[src/rtl/seq_ram_player.sv]
// Record/playback sequencer around a DEPTH x DATA_W RAM, stepped out at STEP_DIV clocks per sample.
// Optional macro SEQ_LOOP_EN: playback wraps forever instead of ending with a done pulse.
module seq_ram_player #(
   parameter int unsigned DATA_W   = 2,
   parameter int unsigned DEPTH    = 16,
   parameter int unsigned ADDR_W   = 4,
   parameter int unsigned STEP_DIV = 12000000
) (
   input  logic              clk_i,
   input  logic              reset_i,
   input  logic              rec_mode_i,
   input  logic              play_mode_i,
   input  logic              clear_i,
   input  logic              wr_strobe_i,
   input  logic [DATA_W-1:0] data_in_i,
   output logic [DATA_W-1:0] data_out_o,
   output logic [ADDR_W-1:0] addr_o,
   output logic [ADDR_W:0]   length_o,
   output logic              full_o,
   output logic              busy_o,
   output logic              done_o
);

   localparam int unsigned CNT_W = $clog2(STEP_DIV);

   localparam logic [1:0] S_IDLE   = 2'd0;
   localparam logic [1:0] S_RECORD = 2'd1;
   localparam logic [1:0] S_PLAY   = 2'd2;
   localparam logic [1:0] S_CLEAR  = 2'd3;

   logic [DATA_W-1:0] mem [DEPTH];

   logic [1:0]        state_q, state_d;
   logic [ADDR_W-1:0] addr_q,  addr_d;
   logic [ADDR_W:0]   len_q,   len_d;
   logic [DATA_W-1:0] dout_q,  dout_d;
   logic [CNT_W-1:0]  cnt_q,   cnt_d;
   logic              busy_q,  busy_d;
   logic              done_q,  done_d;
   logic              lock_q,  lock_d;

   logic              mem_we;
   logic [ADDR_W-1:0] mem_waddr;
   logic [DATA_W-1:0] mem_wdata;
   logic              full_c;
   logic              last_addr_c;
   logic              tick_c;

   assign full_c      = (len_q == (ADDR_W+1)'(DEPTH));
   assign last_addr_c = ({1'b0, addr_q} == (len_q - (ADDR_W+1)'(1)));
   assign tick_c      = (cnt_q == CNT_W'(STEP_DIV - 1));

   // Next-state logic; priority clear > rec_mode > play_mode
   always_comb begin
      state_d   = state_q;
      addr_d    = addr_q;
      len_d     = len_q;
      dout_d    = dout_q;
      cnt_d     = cnt_q;
      busy_d    = busy_q;
      done_d    = 1'b0;
      lock_d    = lock_q & play_mode_i;
      mem_we    = 1'b0;
      mem_waddr = addr_q;
      mem_wdata = data_in_i;

      case (state_q)
         S_IDLE: begin
            if (clear_i) begin
               state_d = S_CLEAR;
               addr_d  = '0;
               busy_d  = 1'b1;
            end else if (rec_mode_i) begin
               state_d = S_RECORD;
               addr_d  = ADDR_W'(len_q);
            end else if (play_mode_i && (len_q != '0) && !lock_q) begin
               state_d = S_PLAY;
               addr_d  = '0;
               cnt_d   = '0;
            end
         end
         S_RECORD: begin
            if (clear_i) begin
               state_d = S_CLEAR;
               addr_d  = '0;
               busy_d  = 1'b1;
            end else begin
               if (wr_strobe_i && !full_c) begin
                  mem_we = 1'b1;
                  addr_d = addr_q + ADDR_W'(1);
                  len_d  = len_q + (ADDR_W+1)'(1);
               end
               if (!rec_mode_i) state_d = S_IDLE;
            end
         end
         S_PLAY: begin
            if (clear_i) begin
               state_d = S_CLEAR;
               addr_d  = '0;
               busy_d  = 1'b1;
            end else if (rec_mode_i) begin
               state_d = S_RECORD;
               addr_d  = ADDR_W'(len_q);
            end else if (!play_mode_i) begin
               state_d = S_IDLE;
            end else begin
               // A counter value of zero marks a freshly issued read
               if (cnt_q == '0) dout_d = mem[addr_q];
               if (tick_c) begin
                  cnt_d = '0;
                  if (last_addr_c) begin
`ifdef SEQ_LOOP_EN
                     addr_d = '0;
`else
                     addr_d  = '0;
                     state_d = S_IDLE;
                     done_d  = 1'b1;
                     lock_d  = 1'b1;
`endif
                  end else begin
                     addr_d = addr_q + ADDR_W'(1);
                  end
               end else begin
                  cnt_d = cnt_q + CNT_W'(1);
               end
            end
         end
         default: begin
            mem_we    = 1'b1;
            mem_wdata = '0;
            if (addr_q == ADDR_W'(DEPTH - 1)) begin
               state_d = S_IDLE;
               addr_d  = '0;
               len_d   = '0;
               dout_d  = '0;
               cnt_d   = '0;
               busy_d  = 1'b0;
            end else begin
               addr_d = addr_q + ADDR_W'(1);
            end
         end
      endcase
   end

   always_ff @(posedge clk_i) begin
      if (reset_i) begin
         state_q <= S_IDLE;
         addr_q  <= '0;
         len_q   <= '0;
         dout_q  <= '0;
         cnt_q   <= '0;
         busy_q  <= 1'b0;
         done_q  <= 1'b0;
         lock_q  <= 1'b0;
      end else begin
         state_q <= state_d;
         addr_q  <= addr_d;
         len_q   <= len_d;
         dout_q  <= dout_d;
         cnt_q   <= cnt_d;
         busy_q  <= busy_d;
         done_q  <= done_d;
         lock_q  <= lock_d;
      end
   end

   // Sample RAM, intentionally not reset
   always_ff @(posedge clk_i) begin
      if (mem_we && !reset_i) mem[mem_waddr] <= mem_wdata;
   end

   assign data_out_o = dout_q;
   assign addr_o     = addr_q;
   assign length_o   = len_q;
   assign full_o     = full_c;
   assign busy_o     = busy_q;
   assign done_o     = done_q;

endmodule
[config.mk]
export PLATFORM = sky130hd
export DESIGN_NAME = seq_ram_player
export DESIGN_NICKNAME = d
export VERILOG_FILES = /design/src/rtl/seq_ram_player.sv
export SDC_FILE = /design/constraint.sdc
export NUM_CORES = 1
export LEC_CHECK = 0
export ABC_AREA = 1
export BUFFER_PORTS_ARGS = -buffer_cell sky130_fd_sc_hd__buf_4
export CAP_MARGIN = 15
export CORE_MARGIN = 1.5
export CORE_UTILIZATION = 57
export DETAILED_ROUTE_END_ITERATION = 7
export PLACE_DENSITY = 0.81
export SYNTH_ARGS = -nofsm -noshare
export SYNTH_HDL_FRONTEND = slang
export SYNTH_SLANG_ARGS = --single-unit
[constraint.sdc]
create_clock -name clk_i -period 3.3 [get_ports clk_i]
set_clock_uncertainty 0.2 [all_clocks]
set_input_delay 0.66 -clock clk_i [delete_from_list [all_inputs] [get_ports clk_i]]
set_output_delay 0.66 -clock clk_i [all_outputs]
set_load 0.01 [all_outputs]
### Word level (Yosys, flattened, before mapping)

Memory sizes are Yosys's and may differ from the RTL's. A register that Yosys moved wholly into a read port is not among the register bits.
Index checks and enable logic that the tools add are counted.
W data, S select, Z words.

* $add $sub $neg: 4
* eq/ne operators: 23
* multiplexer cells: 60
* bitwise gates (word level): 7
* reductions and logical operators: 25

Operators with widths (count)
* $mux W24: 8
* $pmux W24 S3: 1
* $mux W4: 13
* $mux W2: 16
* $add A24 B1 Y24 const B: 1
* $eq A24 B24 Y1 const B: 1
* $logic_not A24 Y1: 1
* $ne A2 B2 Y1 const B: 9
* $mux W5: 3
* $mux W1: 14
* $ne A4 B4 Y1 const B: 3
* $pmux W4 S3: 1
* $ne A5 B5 Y1 const B: 2
* $pmux W5 S2: 1
* $reduce_and A4 Y1: 2
* $reduce_and A8 Y1: 1
* $ne A3 B3 Y1 const B: 2
* $not A1 Y1: 6
* $pmux W2 S3: 1
* $reduce_and A6 Y1: 1
* $reduce_bool A2 Y1: 3
* $reduce_or A6 Y1: 1
* $add A5 B1 Y5 const B: 1
* $eq A4 B5 Y1: 1
* 20 further kinds: 26

* register bits after elaboration: 40
* bits in writable memories: 32
* bits of input ports: 8
* output and inout bits: 14
* word-level logic and storage cells: 128
* memories: 1

Memory list
* mem: words 16, bits a word 2, read ports 1, clocked after memory_dff 1, wr ports 1, line 31 `logic [DATA_W-1:0] mem [DEPTH];`

### Logic depth before layout (Yosys ltp)

* depth in word-level cells: 10
* depth in mapped cells: 15
* depth with buffers taken out: 15

### Least setup slack after synthesis

OpenSTA, ideal clock, no wires.

* kind: reg-to-reg
* start point: register len_q[0], in the netlist length_o[0]
* end point: memory mem[3][0], enable pin
* library setup time: 0.329 ns
* arrival: 1.665 ns
* slack: 1.106 ns
* cell stages (with the launch flop): 10
* buffers on the path: 0
* period minus slack after synthesis: 2.194 ns
* cells stage by stage: dfxtp_1 inv_1 ha_1 nand2_1 o21ai_0 nor2_1 o21ai_0 nor2_1 inv_1 nor3_1

* longest elaborated chain between the ends: 9

Ends and longest elaborated chain
* start, declared: line 35 `logic [ADDR_W:0] len_q, len_d;`
* start signal, assigned: line 158 `len_q <= len_d;`
* $eq A5 B5 Y1: line 49 `assign full_c = (len_q == (ADDR_W+1)'(DEPTH));`
* $logic_not A1 Y1: line 88 `if (wr_strobe_i && !full_c) begin`
* $logic_and A1 B1 Y1: line 88
* $mux W1: line 88
* $mux W1: line 83 `if (clear_i) begin`
* $pmux W1 S2: line 67 `case (state_q)`
* $logic_and A1 B1 Y1: line 169 `if (mem_we && !reset_i) mem[mem_waddr] <= mem_wdata;`
* $mux W1: line 169
* $mux W1 (not written as such): line 169
* end, declared: line 31

No other way between the ends.

### Worst setup path after layout

* start point: register len_q[0], in the netlist length_o[0]
* end point: memory mem[7][0], enable pin

Same word-level chain as after synthesis.

==> flow_metrics.tcl <==
set metrics [dict create \
    netlist-cell-type-count 38 \
    status "completed" \
    power.combinational.fraction_pct 14.1 \
    switching_share_pct 31.1 \
    tritoncts "yes" \
    design.final.nets 609 \
    synth_seq_cells 76 \
    cp-start-kind "flip-flop" \
    via_count_of_the_first_global_routing_pass 3517 \
    drt_first_pass_iters 5 \
    die-area_um2 7920 \
    critPathRequiredTime_ns 3.14 \
    syn_to_final_growth_pct 9.41 \
    setup_repair_after_global_routing_missed_its_margin "false" \
    synthesis.nets 588 \
    min_path_type "flip-flop to flip-flop" \
    slew_viol_final 0 \
    post_synth_inst_count 572 \
    detailedRoute.firstIterationViolations 300 \
    count_of_nets_left_with_antenna_violations_after_detail_routing 0 \
    fin_total_pwr_mw 2.00 \
    fin_crit_ns 2.49 \
    vias_per_cell 5.51 \
    tns_ns 0 \
    clock_sinks 76 \
    max_cap_violations 0 \
    place.detailed.hpwl_um 7290 \
    netSwitchingPower_uw 623 \
    die_width_um 89.0 \
    ios 22 \
    synth_warnings 0 \
    port_buffers 21 \
    synthesis.area_per_instance_um2 7.37 \
    power.clock.fraction_pct 33.2 \
    numCtsBuffers 9 \
    ir_worst_vdd_mv 0.240 \
    top_achievable_clock_speed_mhz 402 \
    hold_viol_final 0 \
    post_cts_buffers 0 \
    insertedDiodeCount 0 \
    core_area_um2 7210 \
    route.final.wire_length_um 9830 \
    synth_area_um2 4220 \
    final_estimated_routing_congestion_in_global_placement 0.974 \
    clkLatencyLatePin_ns 0.36 \
    critical_path.slowest_cell "dfxtp_1" \
    final_layout_size_suffix_gt1_share_pct 9.53 \
    initial_antenna_violation_count 0 \
    cp_max_fo 7 \
    cts.reportedPaths.clkPinSlew_ns 0.09 \
    dr_total_vias 3838 \
    rows 31 \
    grt_start_max_net_pins 33 \
    routedWlPerCell_um 14.1 \
    power.share.sequential_pct 52.7 \
    grt_first_pass_wirelength_um 16200 \
    track_usage_pct 26.4 \
    clk_path_buf_depth 2 \
    setup.worst_path.end_class "flip-flop" \
    cts.repair.resized 0 \
    cts-root-buf "clkbuf_8" \
    max_stage_delay_ns 0.42 \
    period_share_pct 75.4 \
    cts_hold_buffers 0 \
    setup_viol 0 \
    worstPathArrival_ns 2.33 \
    synth_seq_area_share_pct 43.7 \
    die_h_um 89.0 \
    p_int_mw 1.38 \
    cts_max_level 3 \
    p_leak_nw 1.83 \
    timing.slew.headroom_pct 35.7 \
    drc 0 \
    initial_utilization_pct 58.4 \
    overflow 0 \
    worstMarginPinSlew_ns 0.961 \
    crit_type "flip-flop to flip-flop" \
    power.density_nw_per_um2 434 \
    crit_path_cell_trace "inv_1 > ha_1 > nand2_1 > o21ai_0 > nor2_1 > o21ai_0 > nor2_1 > inv_1 > nor3_1" \
]
==> Yosys cell counts <==
cell      instances  area share (%)
ha_1              8             2.4
nand4_1          14             2.1
inv_1            78             6.9
dfxtp_1          44              21
nand3_2           1            0.24
o21ai_0          33             3.9
buf_2             1            0.12
nand3_1          47             5.6
nor3b_1           2            0.36
nand3b_1          1            0.18
nor2_4            3            0.80
nor4b_1           1            0.21
buf_6             3            0.80
a211oi_1          3            0.53
a21oi_4           1            0.39
edfxtp_1         32              23
a21oi_1          32             3.8
or2_2             2            0.30
o211ai_1          6             1.1
nor3_2            2            0.47
inv_4             1            0.15
a31o_2            1            0.21
xnor2_1           2            0.42
o31ai_1           1            0.18
o21a_1            1            0.18
xor2_1            9             1.9
nor2_1           87             7.7
nor2_2            1            0.15
a31oi_1           1            0.15
o21ai_1           3            0.36
inv_2             3            0.27
nand2_2           2            0.30
clkbuf_2          1            0.12
nand2_4           2            0.53
nor3_1           21             2.5
clkbuf_1          6            0.53
a211oi_2          1            0.30
nand2_1         115              10
==> logic make-up (layout without fill, tap and decap cells) <==
family | count (synthesis) | after routing | share of synthesized area, %
AND/OR/NAND/NOR | 301 | 301 | 31.7
buffers and inverters | 93 | 119 | 8.93
AO/OA/AOI/OAI | 83 | 83 | 11.1
flip-flops | 76 | 76 | 43.7
XOR/XNOR | 11 | 11 | 2.29
adder cells (fa/ha/maj) | 8 | 8 | 2.37
==> cell type report <==
type / instances / area, µm²
Clock buffer: 9 / 124
Clock inverter: 7 / 57.6
Fill cell: 657 / 2600
Inverter: 82 / 310
Multi-Input combinational cell: 403 / 2000
Sequential cell: 76 / 1840
Tap cell: 99 / 124
Timing Repair Buffer: 21 / 158
==> path summary, 6_finish.rpt <==
path	from	endpoint	slack, ns	depth (start not counted)
setup reg to reg	length_o[0]	mem[7][0]	0.81	9
hold reg to reg	data_out_o[0]	data_out_o[0]	0.30	2
hold / removal	data_out_o[0]	data_out_o[0]	0.30	2
setup / recovery	length_o[0]	mem[7][0]	0.81	9
==> power groups by stage <==
| stage | logic (mW) | clock network, mW | registers (mW) |
|---|---|---|---|
| global placement | 0.270 | 0 | 1.07 |
| global route | 0.320 | 0.711 | 1.06 |
| floorplan | 0.221 | 0 | 1.05 |
| finish | 0.283 | 0.664 | 1.06 |
| detailed placement | 0.278 | 0 | 1.08 |
| CTS | 0.280 | 0.671 | 1.05 |
==> registers in the layout (all words and copies together), names as in the netlist, named ones only <==
name and count:
data_out_o 2, addr_o 4, lock_q 1, length_o 5, busy_o 1, state_q 2
done_o 1, mem 32, cnt_q 24
==> stage by stage <==
step	setup WS, ns	std cells	hold WS (ns)	area (µm²)	util (%)
floorplan	1.11	572	0.267	4220	-
global placement	0.998	681	0.258	4430	61.4
detailed placement	0.835	681	0.285	4430	61.4
CTS	0.813	697	0.298	4610	63.9
global route	0.590	697	0.331	4610	63.9
finish	0.811	697	0.298	4610	63.9
==> placed cells by master (no fill, tap or decap), types with 6 or more instances in the layout <==
cell      count
dfxtp_1      44
nor3_1       21
buf_4        21
clkbuf_8      9
o211ai_1      6
a21oi_1      32
o21ai_0      33
ha_1          8
nor2_1       87
inv_1        78
nand2_1     115
edfxtp_1     32
xor2_1        9
nand3_1      47
nand4_1      14
==> critical path, delay by kind of cell, from the launching register on <==
kind,cells,cell delay [ns]
buffers and inverters,2,0.30
AO/OA/AOI/OAI,2,0.20
AND/OR/NAND/NOR,4,0.76
flip-flops,1,0.42
adder cells (fa/ha/maj),1,0.29
==> per-layer routing <==
metal	part of all wire [%]	GRT usage (%)
met1	45	36.2
met2	47	42.6
met3	6.7	4.62
met4	1.5	8.81
met5	0	0
No activity file was read; power rests on OpenSTA's default activity.
